File: src/rtl/add_pkg.sv
// ---------------------------------------------------------------------------
// add_pkg
// Shared definitions for the add_inverter block.
//   DEFAULT_WIDTH : default operand/result width in bits
//   result_t      : one buffered result record (recovered addend + borrow flag)
// ---------------------------------------------------------------------------
package add_pkg;

  localparam int DEFAULT_WIDTH = 4;

  // One result as held in the buffer: the recovered addend and whether the
  // subtraction that produced it wrapped (c < b).
  typedef struct packed {
    logic [DEFAULT_WIDTH-1:0] a;
    logic                     borrow;
  } result_t;

endpackage

File: src/rtl/add_inverter_if.sv
// ---------------------------------------------------------------------------
// add_inverter_if
// Operand/result handshake bundle for add_inverter.
//   in_valid/in_ready/c/b       : operand pair channel (producer -> block)
//   out_valid/out_ready/a/borrow: result channel (block -> consumer)
// Modports:
//   master : environment side (drives operands and out_ready)
//   slave  : block side (drives in_ready and the result channel)
// ---------------------------------------------------------------------------
interface add_inverter_if
  import add_pkg::*;
#(
  parameter int WIDTH = DEFAULT_WIDTH
);

  logic             in_valid;
  logic             in_ready;
  logic [WIDTH-1:0] c;
  logic [WIDTH-1:0] b;
  logic             out_valid;
  logic             out_ready;
  logic [WIDTH-1:0] a;
  logic             borrow;

  modport master (
    output in_valid, c, b, out_ready,
    input  in_ready, out_valid, a, borrow
  );

  modport slave (
    input  in_valid, c, b, out_ready,
    output in_ready, out_valid, a, borrow
  );

endinterface

File: src/rtl/sync_fifo.sv
// ---------------------------------------------------------------------------
// sync_fifo
// Small synchronous FIFO with a combinational head read.
// Parameters:
//   W     : entry width in bits
//   DEPTH : number of entries (power of two, >= 2)
// Ports:
//   clk   : clock, all state updates on rising edge
//   rst   : synchronous active-low reset (clears pointers and count)
//   push  : write wdata at the tail (ignored when full)
//   pop   : drop the head entry (ignored when empty)
//   wdata : entry to write
//   rdata : current head entry (meaningless when count is zero)
//   count : number of occupied entries, 0..DEPTH
// ---------------------------------------------------------------------------
module sync_fifo #(
  parameter int W     = 5,
  parameter int DEPTH = 2
) (
  input  logic                     clk,
  input  logic                     rst,
  input  logic                     push,
  input  logic                     pop,
  input  logic [W-1:0]             wdata,
  output logic [W-1:0]             rdata,
  output logic [$clog2(DEPTH):0]   count
);

  localparam int PW   = $clog2(DEPTH);
  localparam int CNTW = PW + 1;

  logic [W-1:0]  mem [DEPTH];
  logic [PW-1:0] wptr;
  logic [PW-1:0] rptr;
  logic          do_push;
  logic          do_pop;

  // Guard against overflow/underflow locally so the FIFO is safe on its own,
  // independent of how the caller gates push and pop.
  assign do_push = push && (count != CNTW'(DEPTH));
  assign do_pop  = pop  && (count != '0);

  assign rdata = mem[rptr];

  // Storage carries no reset: stale entries are never visible because the
  // count says how many are valid.
  always_ff @(posedge clk) begin
    if (do_push) begin
      mem[wptr] <= wdata;
    end
  end

  // Pointers are exactly log2(DEPTH) bits wide, so incrementing them wraps
  // modulo DEPTH with no compare. A push and pop on the same edge moves both
  // pointers and leaves the count alone.
  always_ff @(posedge clk) begin
    if (!rst) begin
      wptr  <= '0;
      rptr  <= '0;
      count <= '0;
    end else begin
      if (do_push) begin
        wptr <= wptr + 1'b1;
      end
      if (do_pop) begin
        rptr <= rptr + 1'b1;
      end
      if (do_push && !do_pop) begin
        count <= count + CNTW'(1);
      end else if (do_pop && !do_push) begin
        count <= count - CNTW'(1);
      end
    end
  end

endmodule

File: src/rtl/add_inverter.sv
// ---------------------------------------------------------------------------
// add_inverter
// Recovers the unknown addend a from a sum c and a known addend b, so that
// (a + b) mod 2^WIDTH == c, and buffers the results in a small FIFO.
// Parameters:
//   WIDTH : operand/result width in bits
//   DEPTH : result buffer entries (power of two, >= 2)
//   CW    : width of the delivered-result counter
// Ports:
//   clk        : clock, all state updates on rising edge
//   rst        : synchronous active-low reset
//   bus        : add_inverter_if slave (operand and result handshakes)
//   count      : occupied buffer entries
//   done_count : results delivered since reset, wraps at 2^CW
// ---------------------------------------------------------------------------
module add_inverter
  import add_pkg::*;
#(
  parameter int WIDTH = DEFAULT_WIDTH,
  parameter int DEPTH = 2,
  parameter int CW    = 8
) (
  input  logic                   clk,
  input  logic                   rst,
  add_inverter_if.slave          bus,
  output logic [$clog2(DEPTH):0] count,
  output logic [CW-1:0]          done_count
);

  localparam int CNTW = $clog2(DEPTH) + 1;
  localparam int RW   = WIDTH + 1;

  logic             push;
  logic             pop;
  logic [WIDTH-1:0] diff;
  logic             diff_borrow;
  logic [RW-1:0]    wdata;
  logic [RW-1:0]    rdata;

  // Subtracting in WIDTH+1 bits puts the borrow in the top bit: it is set
  // exactly when c < b, and the low bits are (c - b) mod 2^WIDTH.
  assign {diff_borrow, diff} = {1'b0, bus.c} - {1'b0, bus.b};
  assign wdata               = {diff, diff_borrow};

  // Both handshake flags come only from the registered count, so a pop on a
  // full buffer cannot open a push slot in the same cycle.
  assign bus.in_ready  = (count < CNTW'(DEPTH));
  assign bus.out_valid = (count != '0);

  assign push = bus.in_valid  && bus.in_ready;
  assign pop  = bus.out_valid && bus.out_ready;

  sync_fifo #(
    .W     (RW),
    .DEPTH (DEPTH)
  ) u_fifo (
    .clk   (clk),
    .rst   (rst),
    .push  (push),
    .pop   (pop),
    .wdata (wdata),
    .rdata (rdata),
    .count (count)
  );

  assign {bus.a, bus.borrow} = rdata;

  // Delivered-result counter; relies on natural CW-bit wrap.
  always_ff @(posedge clk) begin
    if (!rst) begin
      done_count <= '0;
    end else if (pop) begin
      done_count <= done_count + CW'(1);
    end
  end

endmodule

File: src/flat_wrapper.sv
// flat-port wrapper written by rule: the top's interface ports become plain ports
module add_inverter_flat import add_pkg::*;
#(
  parameter int WIDTH = DEFAULT_WIDTH,
  parameter int DEPTH = 2,
  parameter int CW    = 8
)
  (clk, rst, count, done_count, bus_in_valid, bus_c, bus_b, bus_out_ready, bus_in_ready, bus_out_valid, bus_a, bus_borrow);
  add_inverter_if #(.WIDTH(WIDTH)) bus_i ();
  input  logic clk;
  input  logic rst;
  output logic [$clog2(DEPTH):0] count;
  output logic [CW-1:0] done_count;
  input wire logic [$bits(bus_i.in_valid)-1:0] bus_in_valid;
  input wire logic [$bits(bus_i.c)-1:0] bus_c;
  input wire logic [$bits(bus_i.b)-1:0] bus_b;
  input wire logic [$bits(bus_i.out_ready)-1:0] bus_out_ready;
  output wire logic [$bits(bus_i.in_ready)-1:0] bus_in_ready;
  output wire logic [$bits(bus_i.out_valid)-1:0] bus_out_valid;
  output wire logic [$bits(bus_i.a)-1:0] bus_a;
  output wire logic [$bits(bus_i.borrow)-1:0] bus_borrow;
  assign bus_i.in_valid = bus_in_valid;
  assign bus_i.c = bus_c;
  assign bus_i.b = bus_b;
  assign bus_i.out_ready = bus_out_ready;
  assign bus_in_ready = bus_i.in_ready;
  assign bus_out_valid = bus_i.out_valid;
  assign bus_a = bus_i.a;
  assign bus_borrow = bus_i.borrow;
  add_inverter #(.WIDTH(WIDTH), .DEPTH(DEPTH), .CW(CW)) u_core (.clk(clk), .rst(rst), .bus(bus_i), .count(count), .done_count(done_count));
endmodule
File: config.mk
export PLATFORM = sky130hd
export DESIGN_NAME = add_inverter_flat
export DESIGN_NICKNAME = d
export VERILOG_FILES = /design/src/rtl/add_pkg.sv /design/src/rtl/add_inverter_if.sv /design/src/rtl/sync_fifo.sv /design/src/rtl/add_inverter.sv /design/src/flat_wrapper.sv
export SDC_FILE = /design/constraint.sdc
export NUM_CORES = 1
export LEC_CHECK = 0
export BUFFER_PORTS_ARGS = -buffer_cell sky130_fd_sc_hd__buf_2
export CAP_MARGIN = 25
export CELL_PAD_IN_SITES_DETAIL_PLACEMENT = 1
export CELL_PAD_IN_SITES_GLOBAL_PLACEMENT = 1
export CORE_UTILIZATION = 35
export DETAILED_ROUTE_END_ITERATION = 8
export GPL_ROUTABILITY_DRIVEN = 1
export PLACE_DENSITY = 0.78
export RECOVER_POWER = 100
export SYNTH_ARGS = -nofsm -noshare
export SYNTH_HDL_FRONTEND = slang
export SYNTH_SLANG_ARGS = --single-unit
File: constraint.sdc
create_clock -name clk -period 1.61 [get_ports clk]
set_input_delay 0.161 -clock clk [delete_from_list [all_inputs] [get_ports clk]]
set_output_delay 0.161 -clock clk [all_outputs]
set_load 0.1 [all_outputs]
==> run summary <==
• **mux share of post-synthesis cell area** 0.0517
• **final global-route overflow total** 0
• **Wirelength per Cell** 13.2 um
• **Post-Syn Area** 1090 um2
• **highest net fanout along the worst path** 5
• **post-route cell area** 1310 um2
• **std cell rows** 19
• **I/O pin total** 29
• **clock group share of total power** 0.111
• **Die Footprint** 3340 um2
• **number of enable-type register cells in the synthesized netlist** 10
• **height of the die** 57.8 um
• **First DRT Iteration DRCs** 7
• **DRC Markers** 2
• **area grow syn2layout** 20.2%
• **worst hold path class** in -> reg
• **Clock Tree Buf Depth** 2
• **Worst EP arrival** 1360 ps
• **setup slack after placement** 126 ps
• **number of global-route vias before repair** 827
• **power dissipated by switching net loads** 1270 uW
• **max-slew violation total from the final report** 0
• **core region area** 2850 um2
• **Post-Route WL** 2.07 mm
• **xor/xnor cell area share of the yosys netlist** 0.0884
• **setup repair bufs after CTS** 0
• **Worst Max-Slew Pin Slew** 553 ps
• **synthesized netlist net count** 112
• **final number of hold-violating endpoints** 0
• **synthesized area per cell** 11.7 um2
• **initial antenna violation count** 0
• **startpoint kind of the worst setup timing path** register
• **total via count in the routed design** 770
• **count of mapped cells out of synthesis** 93
• **Clock Latency Late Sink** 310 ps
• **total setup violations reported at the end of the flow** 0
• **Worst Path Class, Setup** reg -> out
• **fraction of post-synthesis cell area in the top cell type by area** 0.276
• **basic-gate share of the synthesized area counting and, or, nand and nor cells** 0.152
• **main combinational cell family by area after synthesis** simple AND/OR/NAND/NOR gates
• **async set-reset flop share out of synthesis** 0
• **part of the power in combinational logic** 0.545
• **Buffers on Ports** 28
• **Crit Reg-Reg Startpoint** u_core.u_fifo.count[1]
• **worst setup path end** bus_borrow
• **reg2reg end** u_core.u_fifo.count[1]
• **residual antenna-violating net count after detailed routing** 0
• **Root Buffer** sky130_fd_sc_hd__clkbuf_4
• **fraction of power spent switching nets** 0.531
• **via density per instance** 4.90
• **clock sink total** 23
• **hold buffers post-CTS** 0
• **starting density of the core** 0.382
• **share of post-route cells with drive strength above 1** 0.397
• **final critical path time including I/O delays and setup** 1520 ps
• **Hold WS** 170 ps
• **x dimension of the die** 57.8 um
• **GRT Overall Usage** 0.145
• **first-pass GRT wire length** 3.58 mm
• **top library cells by usage in the layout, fill and taps aside** sky130_fd_sc_hd__buf_2, sky130_fd_sc_hd__clkbuf_2, sky130_fd_sc_hd__edfxtp_1
• **main flop type after synthesis** sky130_fd_sc_hd__dfxtp_1
• **leading cell type in the layout, fill and taps excluded** sky130_fd_sc_hd__buf_2
• **FF+latch count, synth** 23
• **final worst slack** 85.3 ps
• **sequential cell area fraction in the yosys report** 0.514
• **filler instances** 323
• **hold path startpoint** rst
• **leading post-synthesis cells by cell area** sky130_fd_sc_hd__edfxtp_1, sky130_fd_sc_hd__dfxtp_1, sky130_fd_sc_hd__ha_1
• **largest area contributor in the netlist** sky130_fd_sc_hd__edfxtp_1
• **status** finished with violations
• **FF-to-FF setup slack** 100 ps
• **setup skew after layout** 3.63 ps
• **adder-cell share of the synthesized area** 0.0873
• **Max Fclk** 656 MHz
• **part of the total power dissipated in sequential elements** 0.344
• **leakage component of the power** 0.000574 uW
• **violated checks** DRC
• **endpoint kind of the worst setup timing path** primary output
• **required time at the worst-slack endpoint** 1450 ps
• **Clock H-tree levels** 1
• **worst slew margin relative to its limit** 0.633
• **DRT Pass-1 Iters** 6
• **Resized cells post-CTS** 0
• **Max VDD drop** 0.00128 V
• **sum of net half-perimeters after detailed placement** 1.59 mm
• **Compound-Gate Fraction of Synth Area** 0.0735
• **gp weighted congestion** 0.718
• **Final Cycle Share** 0.947
• **clock tree from TritonCTS** yes
• **Warnings, synthesis** 0
• **Reg2Reg Depth** 4
• **setup repair after global routing missed its margin** false
• **DP Area** 1300 um2
• **number of inserted diodes** 0
• **Max-Cap Viols** 0
• **pin count of the biggest net entering global routing** 14
• **total power per unit cell area** 1830 nW/um2
• **number of buffers created by CTS** 3
• **number of nets in the finished design** 146
• **clock input transition at the sequential cells of the worst setup and hold paths** 130 ps
• **total internal power** 1120 uW
• **count of cell types in the netlist** 26
-- worst min path at each step --
stage                                       to  slack (ps)  cells past startpoint
after floorplan           u_core.done_count[1]         310                      1
after global placement    u_core.done_count[1]         470                      2
after detailed placement  u_core.done_count[1]         480                      2
after CTS                   u_core.u_fifo.wptr         160                      2
after global routing        u_core.u_fifo.wptr         150                      2
final                       u_core.u_fifo.wptr         170                      2
-- through the flow --
step | total power (uW) | util | instances | setup TNS (ps)
after global routing | 2510 | 0.459 | 157 | 0
after detailed placement | 2160 | 0.454 | 153 | 0
final | 2390 | 0.459 | 157 | 0
after CTS | 2430 | 0.464 | 157 | 0
after floorplan | 1940 | - | 93 | -58.9
after global placement | 2120 | 0.454 | 153 | 0
-- Yosys cell counts, drive strengths merged, types with 3 or more instances --
master   n
nand2    4
a21boi   3
inv      8
dfxtp   13
edfxtp  10
nand4    3
ha       6
and2    10
mux2     5
nor2b    3
xnor2    7
xor2     4
-- logic make-up after synthesis --
logic type      Yosys count
mux                       5
buf+inv                   9
fa+ha+maj                 7
compound gates           11
flops                    23
simple gates             27
xor+xnor                 11
-- power by group through the flow --
stage          Clock [uW]  Combinational (uW)  Sequential, uW
2_1_floorplan           0                 875            1060
3_3_place_gp            0                1300             822
3_5_place_dp            0                1320             836
4_1_cts               279                1330             823
5_1_grt               304                1370             838
6_report              266                1300             823
-- sequential cells by signal, summed over array words and instances (netlist names), named ones only --
signal	count
u_core.u_fifo.mem	10
u_core.u_fifo.wptr	1
u_core.u_fifo.rptr	1
u_core.done_count	8
u_core.u_fifo.count	2
-- routing by layer --
layer,share of wire,global-route usage,vias up
met4,0.011,0.0510,0
met5,0,0,-
met3,0.044,0.0469,2
met1,0.40,0.146,366
li1,-,-,384
met2,0.55,0.276,18
-- critical path, cell delays in order (launching register included) --
cell,delay (ps)
sky130_fd_sc_hd__dfxtp_2,410
sky130_fd_sc_hd__mux2_2,350
sky130_fd_sc_hd__buf_2,290
-- layout make-up --
| class | instances | area [um2] | share of cell area |
|---|---|---|---|
| timing repair buffer | 30 | 151 | 0.116 |
| sequential | 23 | 577 | 0.440 |
| clock buffer | 3 | 22.5 | 0.0172 |
| multi-input combinational | 61 | 483 | 0.369 |
| clock inverter | 1 | 5.00 | 0.00382 |
| inverter | 8 | 32.5 | 0.0248 |
| tap | 31 | 38.8 | 0.0296 |
(Power assumes the default switching activity.)
